## src/rtl/if_fetch_unit_pkg.sv

```systemverilog
// Shared types and constants for the IF fetch unit: FSM states, reset PC and
// the PC increment helper used by the next-PC mux.
package if_fetch_unit_pkg;

  typedef enum logic [1:0] {
    S_REQ  = 2'd0,
    S_WAIT = 2'd1,
    S_HOLD = 2'd2
  } fetch_state_e;

  localparam logic [31:0] RESET_PC_DEFAULT = 32'hBFC0_0000;
  localparam logic [31:0] ZERO_WORD        = 32'h0000_0000;

  // Sequential PC step; wraps modulo 2^32 by construction.
  function automatic logic [31:0] pcPlus4(input logic [31:0] pc);
    return pc + 32'd4;
  endfunction

endpackage

```

## src/rtl/if_fetch_unit_if.sv

```systemverilog
// Instruction-fetch bus (req/addr_ok/data_ok) between the IF stage (master)
// and the instruction memory or cache (slave).
interface if_fetch_unit_if;

  logic        inst_req_o;
  logic [31:0] inst_addr_o;
  logic        inst_addr_ok_i;
  logic        inst_data_ok_i;
  logic [31:0] inst_rdata_i;

  modport master (
    output inst_req_o,
    output inst_addr_o,
    input  inst_addr_ok_i,
    input  inst_data_ok_i,
    input  inst_rdata_i
  );

  modport slave (
    input  inst_req_o,
    input  inst_addr_o,
    output inst_addr_ok_i,
    output inst_data_ok_i,
    output inst_rdata_i
  );

endinterface

```

## src/rtl/if_fetch_unit.sv

```systemverilog
// IF stage: owns the PC, keeps one fetch in flight or buffered, hands it to ID,
// and applies branch/jump redirects after the delay slot and exception redirects.
module if_fetch_unit
  import if_fetch_unit_pkg::*;
#(
  parameter logic [31:0] RESET_PC = RESET_PC_DEFAULT
) (
  input  logic               clk,
  input  logic               rst,
  input  logic               stall_i,
  input  logic               branch_i,
  input  logic               br_taken_i,
  input  logic [31:0]        br_target_i,
  input  logic               jump_i,
  input  logic [31:0]        jump_target_i,
  input  logic               exc_i,
  input  logic [31:0]        exc_pc_i,
  if_fetch_unit_if.master    bus,
  output logic               inst_valid_o,
  output logic [31:0]        inst_o,
  output logic [31:0]        pc_o,
  output logic               adel_o
);

  fetch_state_e state_q;
  logic [31:0]  pc_q;
  logic [31:0]  redir_pc_q;
  logic         redir_v_q;
  logic         drop_q;
  logic [31:0]  inst_q;
  logic [31:0]  pcOut_q;
  logic         adel_q;

  logic         redirNow;
  logic [31:0]  redirTarget;
  logic         pcAligned;
  logic [31:0]  nextPc_d;

  assign redirNow    = ~stall_i & (jump_i | (branch_i & br_taken_i));
  assign redirTarget = jump_i ? jump_target_i : br_target_i;
  assign pcAligned   = (pc_q[1:0] == 2'b00);

  // A redirect decided in the same cycle the delay slot returns must still win.
  always_comb begin
    nextPc_d = pcPlus4(pc_q);
    if (redirNow) begin
      nextPc_d = redirTarget;
    end else if (redir_v_q) begin
      nextPc_d = redir_pc_q;
    end
  end

  assign bus.inst_req_o  = (state_q == S_REQ) && pcAligned;
  assign bus.inst_addr_o = pc_q;
  assign inst_valid_o    = (state_q == S_HOLD);
  assign inst_o          = inst_q;
  assign pc_o            = pcOut_q;
  assign adel_o          = adel_q;

  always_ff @(posedge clk or negedge rst) begin
    if (!rst) begin
      state_q    <= S_REQ;
      pc_q       <= RESET_PC;
      redir_pc_q <= ZERO_WORD;
      redir_v_q  <= 1'b0;
      drop_q     <= 1'b0;
      inst_q     <= ZERO_WORD;
      pcOut_q    <= ZERO_WORD;
      adel_q     <= 1'b0;
    end else if (exc_i) begin
      // An accepted or outstanding fetch still owes a data_ok; mark it for discard.
      pc_q      <= exc_pc_i;
      redir_v_q <= 1'b0;
      case (state_q)
        S_REQ: begin
          if (bus.inst_req_o && bus.inst_addr_ok_i) begin
            drop_q  <= 1'b1;
            state_q <= S_WAIT;
          end
        end
        S_WAIT: begin
          if (bus.inst_data_ok_i) begin
            drop_q  <= 1'b0;
            state_q <= S_REQ;
          end else begin
            drop_q <= 1'b1;
          end
        end
        default: state_q <= S_REQ;
      endcase
    end else begin
      case (state_q)
        S_REQ: begin
          if (redirNow) begin
            redir_v_q  <= 1'b1;
            redir_pc_q <= redirTarget;
          end
          if (!pcAligned) begin
            inst_q  <= ZERO_WORD;
            pcOut_q <= pc_q;
            adel_q  <= 1'b1;
            state_q <= S_HOLD;
          end else if (bus.inst_addr_ok_i) begin
            state_q <= S_WAIT;
          end
        end
        S_WAIT: begin
          if (bus.inst_data_ok_i && !drop_q) begin
            inst_q    <= bus.inst_rdata_i;
            pcOut_q   <= pc_q;
            adel_q    <= 1'b0;
            pc_q      <= nextPc_d;
            redir_v_q <= 1'b0;
            state_q   <= S_HOLD;
          end else begin
            if (redirNow) begin
              redir_v_q  <= 1'b1;
              redir_pc_q <= redirTarget;
            end
            if (bus.inst_data_ok_i) begin
              drop_q  <= 1'b0;
              state_q <= S_REQ;
            end
          end
        end
        S_HOLD: begin
          // The delay slot is already buffered, so the target goes straight into the PC.
          if (redirNow) begin
            pc_q <= redirTarget;
          end
          if (!stall_i) begin
            state_q <= S_REQ;
          end
        end
        default: state_q <= S_REQ;
      endcase
    end
  end

endmodule
```

## src/flat_wrapper.sv

```systemverilog
// flat-port wrapper written by rule: the top's interface ports become plain ports
module if_fetch_unit_flat import if_fetch_unit_pkg::*;
#(
  parameter logic [31:0] RESET_PC = RESET_PC_DEFAULT
)
  (clk, rst, stall_i, branch_i, br_taken_i, br_target_i, jump_i, jump_target_i, exc_i, exc_pc_i, inst_valid_o, inst_o, pc_o, adel_o, bus_inst_req_o, bus_inst_addr_o, bus_inst_addr_ok_i, bus_inst_data_ok_i, bus_inst_rdata_i);
  if_fetch_unit_if bus_i ();
  input  logic clk;
  input  logic rst;
  input  logic stall_i;
  input  logic branch_i;
  input  logic br_taken_i;
  input  logic [31:0] br_target_i;
  input  logic jump_i;
  input  logic [31:0] jump_target_i;
  input  logic exc_i;
  input  logic [31:0] exc_pc_i;
  output logic inst_valid_o;
  output logic [31:0] inst_o;
  output logic [31:0] pc_o;
  output logic adel_o;
  output wire logic [$bits(bus_i.inst_req_o)-1:0] bus_inst_req_o;
  output wire logic [$bits(bus_i.inst_addr_o)-1:0] bus_inst_addr_o;
  input wire logic [$bits(bus_i.inst_addr_ok_i)-1:0] bus_inst_addr_ok_i;
  input wire logic [$bits(bus_i.inst_data_ok_i)-1:0] bus_inst_data_ok_i;
  input wire logic [$bits(bus_i.inst_rdata_i)-1:0] bus_inst_rdata_i;
  assign bus_inst_req_o = bus_i.inst_req_o;
  assign bus_inst_addr_o = bus_i.inst_addr_o;
  assign bus_i.inst_addr_ok_i = bus_inst_addr_ok_i;
  assign bus_i.inst_data_ok_i = bus_inst_data_ok_i;
  assign bus_i.inst_rdata_i = bus_inst_rdata_i;
  if_fetch_unit #(.RESET_PC(RESET_PC)) u_core (.clk(clk), .rst(rst), .stall_i(stall_i), .branch_i(branch_i), .br_taken_i(br_taken_i), .br_target_i(br_target_i), .jump_i(jump_i), .jump_target_i(jump_target_i), .exc_i(exc_i), .exc_pc_i(exc_pc_i), .bus(bus_i), .inst_valid_o(inst_valid_o), .inst_o(inst_o), .pc_o(pc_o), .adel_o(adel_o));
endmodule
```

## config.mk

```make
export PLATFORM = sky130hd
export DESIGN_NAME = if_fetch_unit_flat
export DESIGN_NICKNAME = d
export VERILOG_FILES = /design/src/rtl/if_fetch_unit_pkg.sv /design/src/rtl/if_fetch_unit_if.sv /design/src/rtl/if_fetch_unit.sv /design/src/flat_wrapper.sv
export SDC_FILE = /design/constraint.sdc
export NUM_CORES = 1
export LEC_CHECK = 0
export ABC_AREA = 1
export CORE_ASPECT_RATIO = 0.8
export CORE_MARGIN = 5
export CORE_UTILIZATION = 35
export CTS_CLUSTER_DIAMETER = 80
export DETAILED_ROUTE_END_ITERATION = 6
export PLACE_DENSITY_LB_ADDON = 0.05
export SKIP_CTS_REPAIR_TIMING = 1
export SLEW_MARGIN = 10
export SYNTH_ARGS = -nofsm -noshare
export SYNTH_HDL_FRONTEND = slang
export SYNTH_SLANG_ARGS = --single-unit
```

## constraint.sdc

```tcl
create_clock -name clk -period 2.8 [get_ports clk]
set_input_delay 0.7 -clock clk [delete_from_list [all_inputs] [get_ports clk]]
set_output_delay 0.7 -clock clk [all_outputs]
set_load 0.01 [all_outputs]
```

==> qor.txt, run 1 <==
fin cells: 1,462
CTS sink cnt: 133
n_diodes: 0
share of cells above drive strength 1: 0.0763
Clock transition at path regs: 70 ps
CP required: 2100 ps
Layout fillers: 2,086
starting density of the core: 0.354
FF-to-FF End: u_core.redir_pc_q[20]
WP data arrival: 1870 ps
Peak Freq: 389 MHz
Core Area: 20,500 um^2
routability cong.: 0.882
Synth Flop Type: dfrtp_1
leakage power: 4.71 nW
Vias/cell: 4.92
global-route wire length before repair: 39,300 um
setup tns final: 0 ps
overall routing resource usage: 0.211
Yosys top cell area share: 0.427
Routed Antenna Nets: 0
DRT Pass-1 Iters: 5
Fin. Hold Viols: 0
syn nets: 1,101
drt total wl: 25,300 um
H-tree depth: 4
RSZ-0062 raised after global routing: false
worst vdd ir: 0.000450 V
GR Layer Usage met2: 0.289
FF+latch count, synth: 133
via count: 7,197
vias in the first global route: 6,784
Die Area: 23,700 um^2
post-synth top area cell: dfrtp_1
FF-to-FF setup slack: 780 ps
Seq/Total Area, Yosys: 0.460
run status: finished, final reports clean
Synth Cell Area: 7260 um^2
Syn Inst Count: 963
WS Path Type: reg -> out
Setup violations, final: 0
most frequent cells in the layout: nand2_1, clkdlybuf4s50_1, dfrtp_1
Async SR Flop Fraction: 1.00
worst hold path class: in -> async
placed cells: 1,430
total area of sequential cells: 3340 um^2
CTS tree: yes
IO buf count: 235
Clock Tree Root: clkbuf_16
M1 GR Usage: 0.329
Rel. slew slack: 0.452
Synth area leaders: dfrtp_1, nand2_1, a21oi_1
grt peak-use layer: met1
clk_lat worst skew: 420 ps
Worst Max-Slew Pin Slew: 820 ps
Top Ports: 236
nets: 1,318
largest net degree at the start of global routing: 61
Worst Setup End Kind: output port
clk_skew: 11.1 ps
EDFF count, synth: 0
Max Slew Vio Count: 0
DP Wirelength: 19,000 um
met3 Use GR: 0.0530
Synth cell types: 38
gr ovfl total: 0
chip width: 171 um
worst r2r src: u_core.state_q[1]
Worst Path Max Fanout: 7
CTS max path bufs: 2
final cycle utilization of the critical path: 0.918
Min Clock Period, post-route: 2570 ps
max-capacitance violation count: 0
post-route DRC violation count: 0
Yosys Warn Count: 0
PD cells: 1010 nW/um^2
area delta synth->final: 43.3%
wire per inst: 17.3 um
clock buffer count from CTS: 17
commonest non-fill, non-tap cell in the layout: nand2_1
startpoint types: register
row cnt: 47
die height: 139 um
area of the multi-input gates: 3430 um^2
initial DRC count: 522
initial antenna violation count: 1
Syn Area/Cell: 7.54 um^2
reg2reg path depth: 6
-- Yosys cell counts (3+ instances only) --
cell      number
buf_4          3
o21ai_1       16
dfstp_2        9
a22oi_1       11
xor2_1         4
buf_6          9
o21ai_2       15
buf_2         11
inv_1         48
nand2_2        3
o21ai_0       72
clkbuf_1      28
nand2_1      334
inv_2          5
nor2_1        77
mux2i_1       23
nand3_1       32
a31oi_1        7
o211ai_1       7
o31ai_1        3
a21oi_1      103
dfrtp_1      124
-- worst max-delay path, stage by stage, from the launching register on --
cell	delay, ps
dfrtp_1	520
nor2_1	190
nand2_1	120
inv_1	90
clkdlybuf4s50_1	530
-- per-layer routing --
| layer | vias to the layer above | part of all wire |
|---|---|---|
| met5 | - | 0.00051 |
| met2 | 285 | 0.40 |
| met4 | 2 | 0.015 |
| met1 | 3284 | 0.49 |
| met3 | 26 | 0.091 |
| li1 | 3600 | - |
-- stage by stage --
stage	hold WS, ps	area (um^2)	setup slack [ps]	utilization	total power, mW
floorplan	404	7260	909	-	5.91
global placement	463	9810	210	0.478	8.30
detailed placement	465	9810	122	0.478	8.35
CTS	241	10400	243	0.507	10.6
global route	258	10400	164	0.507	11.3
finish	225	10400	230	0.507	10.5
-- cell families (layout without fill, tap and decap cells) --
group / count (synthesis) / in the layout / synth area share
adder cells (fa/ha/maj): 1 / 1 / 0.00172
AND/OR/NAND/NOR: 455 / 455 / 0.248
multiplexers: 23 / 23 / 0.0317
buffers and inverters: 108 / 338 / 0.0691
AO/OA/AOI/OAI: 239 / 239 / 0.184
XOR/XNOR: 4 / 4 / 0.00482
flip-flops: 133 / 133 / 0.460
-- flip-flops by register name, indices dropped and copies added, names as in the netlist --
signal,cells
u_core.redir_pc_q,32
u_core.adel_o,1
u_core.redir_v_q,1
u_core.bus.inst_addr_o,32
u_core.pc_o,32
u_core.inst_o,32
u_core.drop_q,1
u_core.state_q,2
-- how the worst max path moves through the flow --
stage / depth (start not counted) / end / startpoint / slack (ps)
after floorplan: 10 / u_core.redir_pc_q[30] / jump_i / 910
after global placement: 8 / u_core.redir_pc_q[21] / bus_inst_data_ok_i / 210
after detailed placement: 8 / u_core.redir_pc_q[20] / bus_inst_data_ok_i / 120
after CTS: 4 / bus_inst_req_o / u_core.state_q[1] / 240
after global routing: 4 / bus_inst_req_o / u_core.state_q[1] / 160
final: 4 / bus_inst_req_o / u_core.state_q[1] / 230
-- power by group --
| part | total, mW | switching (mW) | internal [mW] |
|---|---|---|---|
| combinational | 4.70 | 2.53 | 2.17 |
| clock | 2.24 | 0.897 | 1.35 |
| sequential | 3.60 | 0.754 | 2.85 |
| total | 10.5 | 4.18 | 6.37 |
-- area by class of cell --
type,count,share of cell area
Sequential cell,133,0.321
Timing Repair Buffer,251,0.240
Multi-Input combinational cell,722,0.330
Inverter,55,0.0201
Clock buffer,19,0.0426
Clock inverter,13,0.0141
Tap cell,269,0.0324
(Power assumes the default switching activity.)
==> inputs of run 2 (changes only) <==
--- a/config.mk
+++ b/config.mk
@@ -6,6 +6,7 @@
 export NUM_CORES = 1
 export LEC_CHECK = 0
 export ABC_AREA = 1
+export CAP_MARGIN = 20
 export CORE_ASPECT_RATIO = 0.8
 export CORE_MARGIN = 5
 export CORE_UTILIZATION = 35
==> results of run 2 <==
No change in the layout: final DEF, timing and power equal those of run 1.
==> inputs of run 3 (changes only) <==
--- a/config.mk
+++ b/config.mk
@@ -6,9 +6,9 @@
 export NUM_CORES = 1
 export LEC_CHECK = 0
 export ABC_AREA = 1
+export ABC_CLOCK_PERIOD_IN_PS = 2800
 export CAP_MARGIN = 20
 export CORE_ASPECT_RATIO = 0.8
-export CORE_MARGIN = 5
 export CORE_UTILIZATION = 35
 export CTS_CLUSTER_DIAMETER = 80
 export DETAILED_ROUTE_END_ITERATION = 6
==> qor.txt, run 3 (synthesis results as in run 1) <==
max-capacitance violation count: 0 (unchanged)
wire per inst: 16.4 um (-5.2%)
CTS sink cnt: 133 (unchanged)
Rel. slew slack: 0.446 (-0.00615)
CTS tree: yes
Die Area: 21,300 um^2 (-10%)
worst hold path class: in -> async
commonest non-fill, non-tap cell in the layout: nand2_1
via count: 7,151 (-0.64%)
H-tree depth: 4 (unchanged)
routability cong.: 0.914 (+3.7%)
biggest cell delay along the critical path: 540 ps (about the same)
Worst Path Max Fanout: 7 (unchanged)
Vias/cell: 4.91 (-0.23%)
Core Area: 20,100 um^2 (-2.1%)
clk_skew: 9.20 ps (-1.94 ps)
vias in the first global route: 6,582 (-3.0%)
area delta synth->final: 44.4%
most frequent cells in the layout: nand2_1, clkdlybuf4s50_1, dfrtp_1
overall routing resource usage: 0.230 (+0.0197)
nets: 1,317 (-0.076%)
DRT Pass-1 Iters: 5 (unchanged)
startpoint types: register
CP required: 2100 ps (about the same)
chip width: 163 um (-4.7%)
Worst Max-Slew Pin Slew: 830 ps (+9.21 ps)
DP Wirelength: 17,600 um (-7.8%)
post-route DRC violation count: 0 (unchanged)
Clock Tree Root: clkbuf_16
worst vdd ir: 0.000474 V (+5.4%)
leakage power: 4.74 nW (+0.72%)
global-route wire length before repair: 37,500 um (-4.7%)
CTS max path bufs: 2 (unchanged)
share of cells above drive strength 1: 0.0763 (about the same)
Fin. Hold Viols: 0 (unchanged)
largest net degree at the start of global routing: 76 (+25%)
PD cells: 1030 nW/um^2 (+1.6%)
Setup violations, final: 0 (unchanged)
Max Slew Vio Count: 0 (unchanged)
n_diodes: 0 (unchanged)
drt total wl: 23,900 um (-5.5%)
Worst Setup End Kind: output port
die height: 131 um (-5.8%)
initial antenna violation count: 0 (-1)
Top Ports: 236 (unchanged)
final cycle utilization of the critical path: 0.903 (-0.0153)
IO buf count: 235 (unchanged)
Min Clock Period, post-route: 2530 ps (-42.8 ps)
clk_lat worst skew: 420 ps (about the same)
clock buffer count from CTS: 17 (unchanged)
gr ovfl total: 0 (unchanged)
CP cell instances: nor2_1 > nand2_1 > inv_1 > clkdlybuf4s50_1
Hold Worst Slack: 199 ps (-25.5 ps)
RSZ-0062 raised after global routing: false
Clock transition at path regs: 60 ps (about the same)
Peak Freq: 396 MHz (+1.7%)
row cnt: 46 (-2.1%)
WS Path Type: reg -> out
Routed Antenna Nets: 0 (unchanged)
starting density of the core: 0.362 (+0.00769)
initial DRC count: 484 (-7.3%)
WP data arrival: 1830 ps (-40 ps)
setup tns final: 0 ps (unchanged)
run status: finished, final reports clean
slowest CP cell: clkdlybuf4s50_1
-- run 3: cell count changes in the layout (fill, tap and decap cells not counted), sizes merged --
cell      delta
inv          -1
clkinv       -3
clkinvlp     +1
bufinv       +3
buf          -1
-- run 3: layout make-up --
| cell class | instances | area (um^2) |
|---|---|---|
| timing repair buffer | 250 | 2510 |
| inverter | 55 | 209 |
| clock buffer | 19 | 453 |
| tap | 264 | 330 |
| sequential | 133 | 3340 |
| clock inverter | 13 | 219 |
| fill | 1980 | 9600 |
| multi-input combinational | 722 | 3430 |
-- run 3: worst max-delay path, delay by kind of cell, from the launching register on --
kind                   cells  cell delay [ps]
buffers and inverters      2              620
DFF                        1              500
and+or+nand+nor            2              290
-- run 3: worst paths after layout --
check / start / endpoint / slack, ps / depth (start not counted)
setup reg to reg: u_core.bus.inst_addr_o[2] / u_core.bus.inst_addr_o[21] / 790 / 10
min in group clk: u_core.redir_pc_q[1] / u_core.redir_pc_q[1] / 480 / 2
max in group asynchronous: rst / u_core.bus.inst_addr_o[25] / 1920 / 2
hold / removal: rst / u_core.inst_o[20] / 200 / 1
hold reg to reg: u_core.redir_pc_q[1] / u_core.redir_pc_q[1] / 480 / 2
setup / recovery: u_core.state_q[1] / bus_inst_req_o / 270 / 4
-- run 3: where the power goes --
| group | total [mW] | leakage [nW] | switching [mW] | internal [mW] |
|---|---|---|---|---|
| Clock | 2.55 | 0.318 | 0.902 | 1.64 |
| Sequential | 3.56 | 1.63 | 0.711 | 2.85 |
| Combinational | 4.69 | 2.79 | 2.52 | 2.17 |
| Total | 10.8 | 4.74 | 4.13 | 6.66 |
-- run 3: per-stage QoR --
| step | area (um^2) | total power [mW] | instances | util | worst slack (ps) |
|---|---|---|---|---|---|
| after floorplan | 7260 | 5.91 | 963 | - | 909 |
| after global placement | 9810 | 8.24 | 1424 | 0.489 | 212 |
| after detailed placement | 9810 | 8.29 | 1424 | 0.489 | 148 |
| after CTS | 10500 | 10.9 | 1456 | 0.522 | 253 |
| after global routing | 10500 | 11.6 | 1456 | 0.522 | 210 |
| final | 10500 | 10.8 | 1456 | 0.522 | 272 |
-- run 3: metal layers --
metal  vias up  part of all wire  track usage
li1       3597                 -            -
met1      3226              0.51        0.358
met2       306              0.40        0.315
met3        22             0.082       0.0496
met4         0             0.015       0.0621
met5         -                 0            0
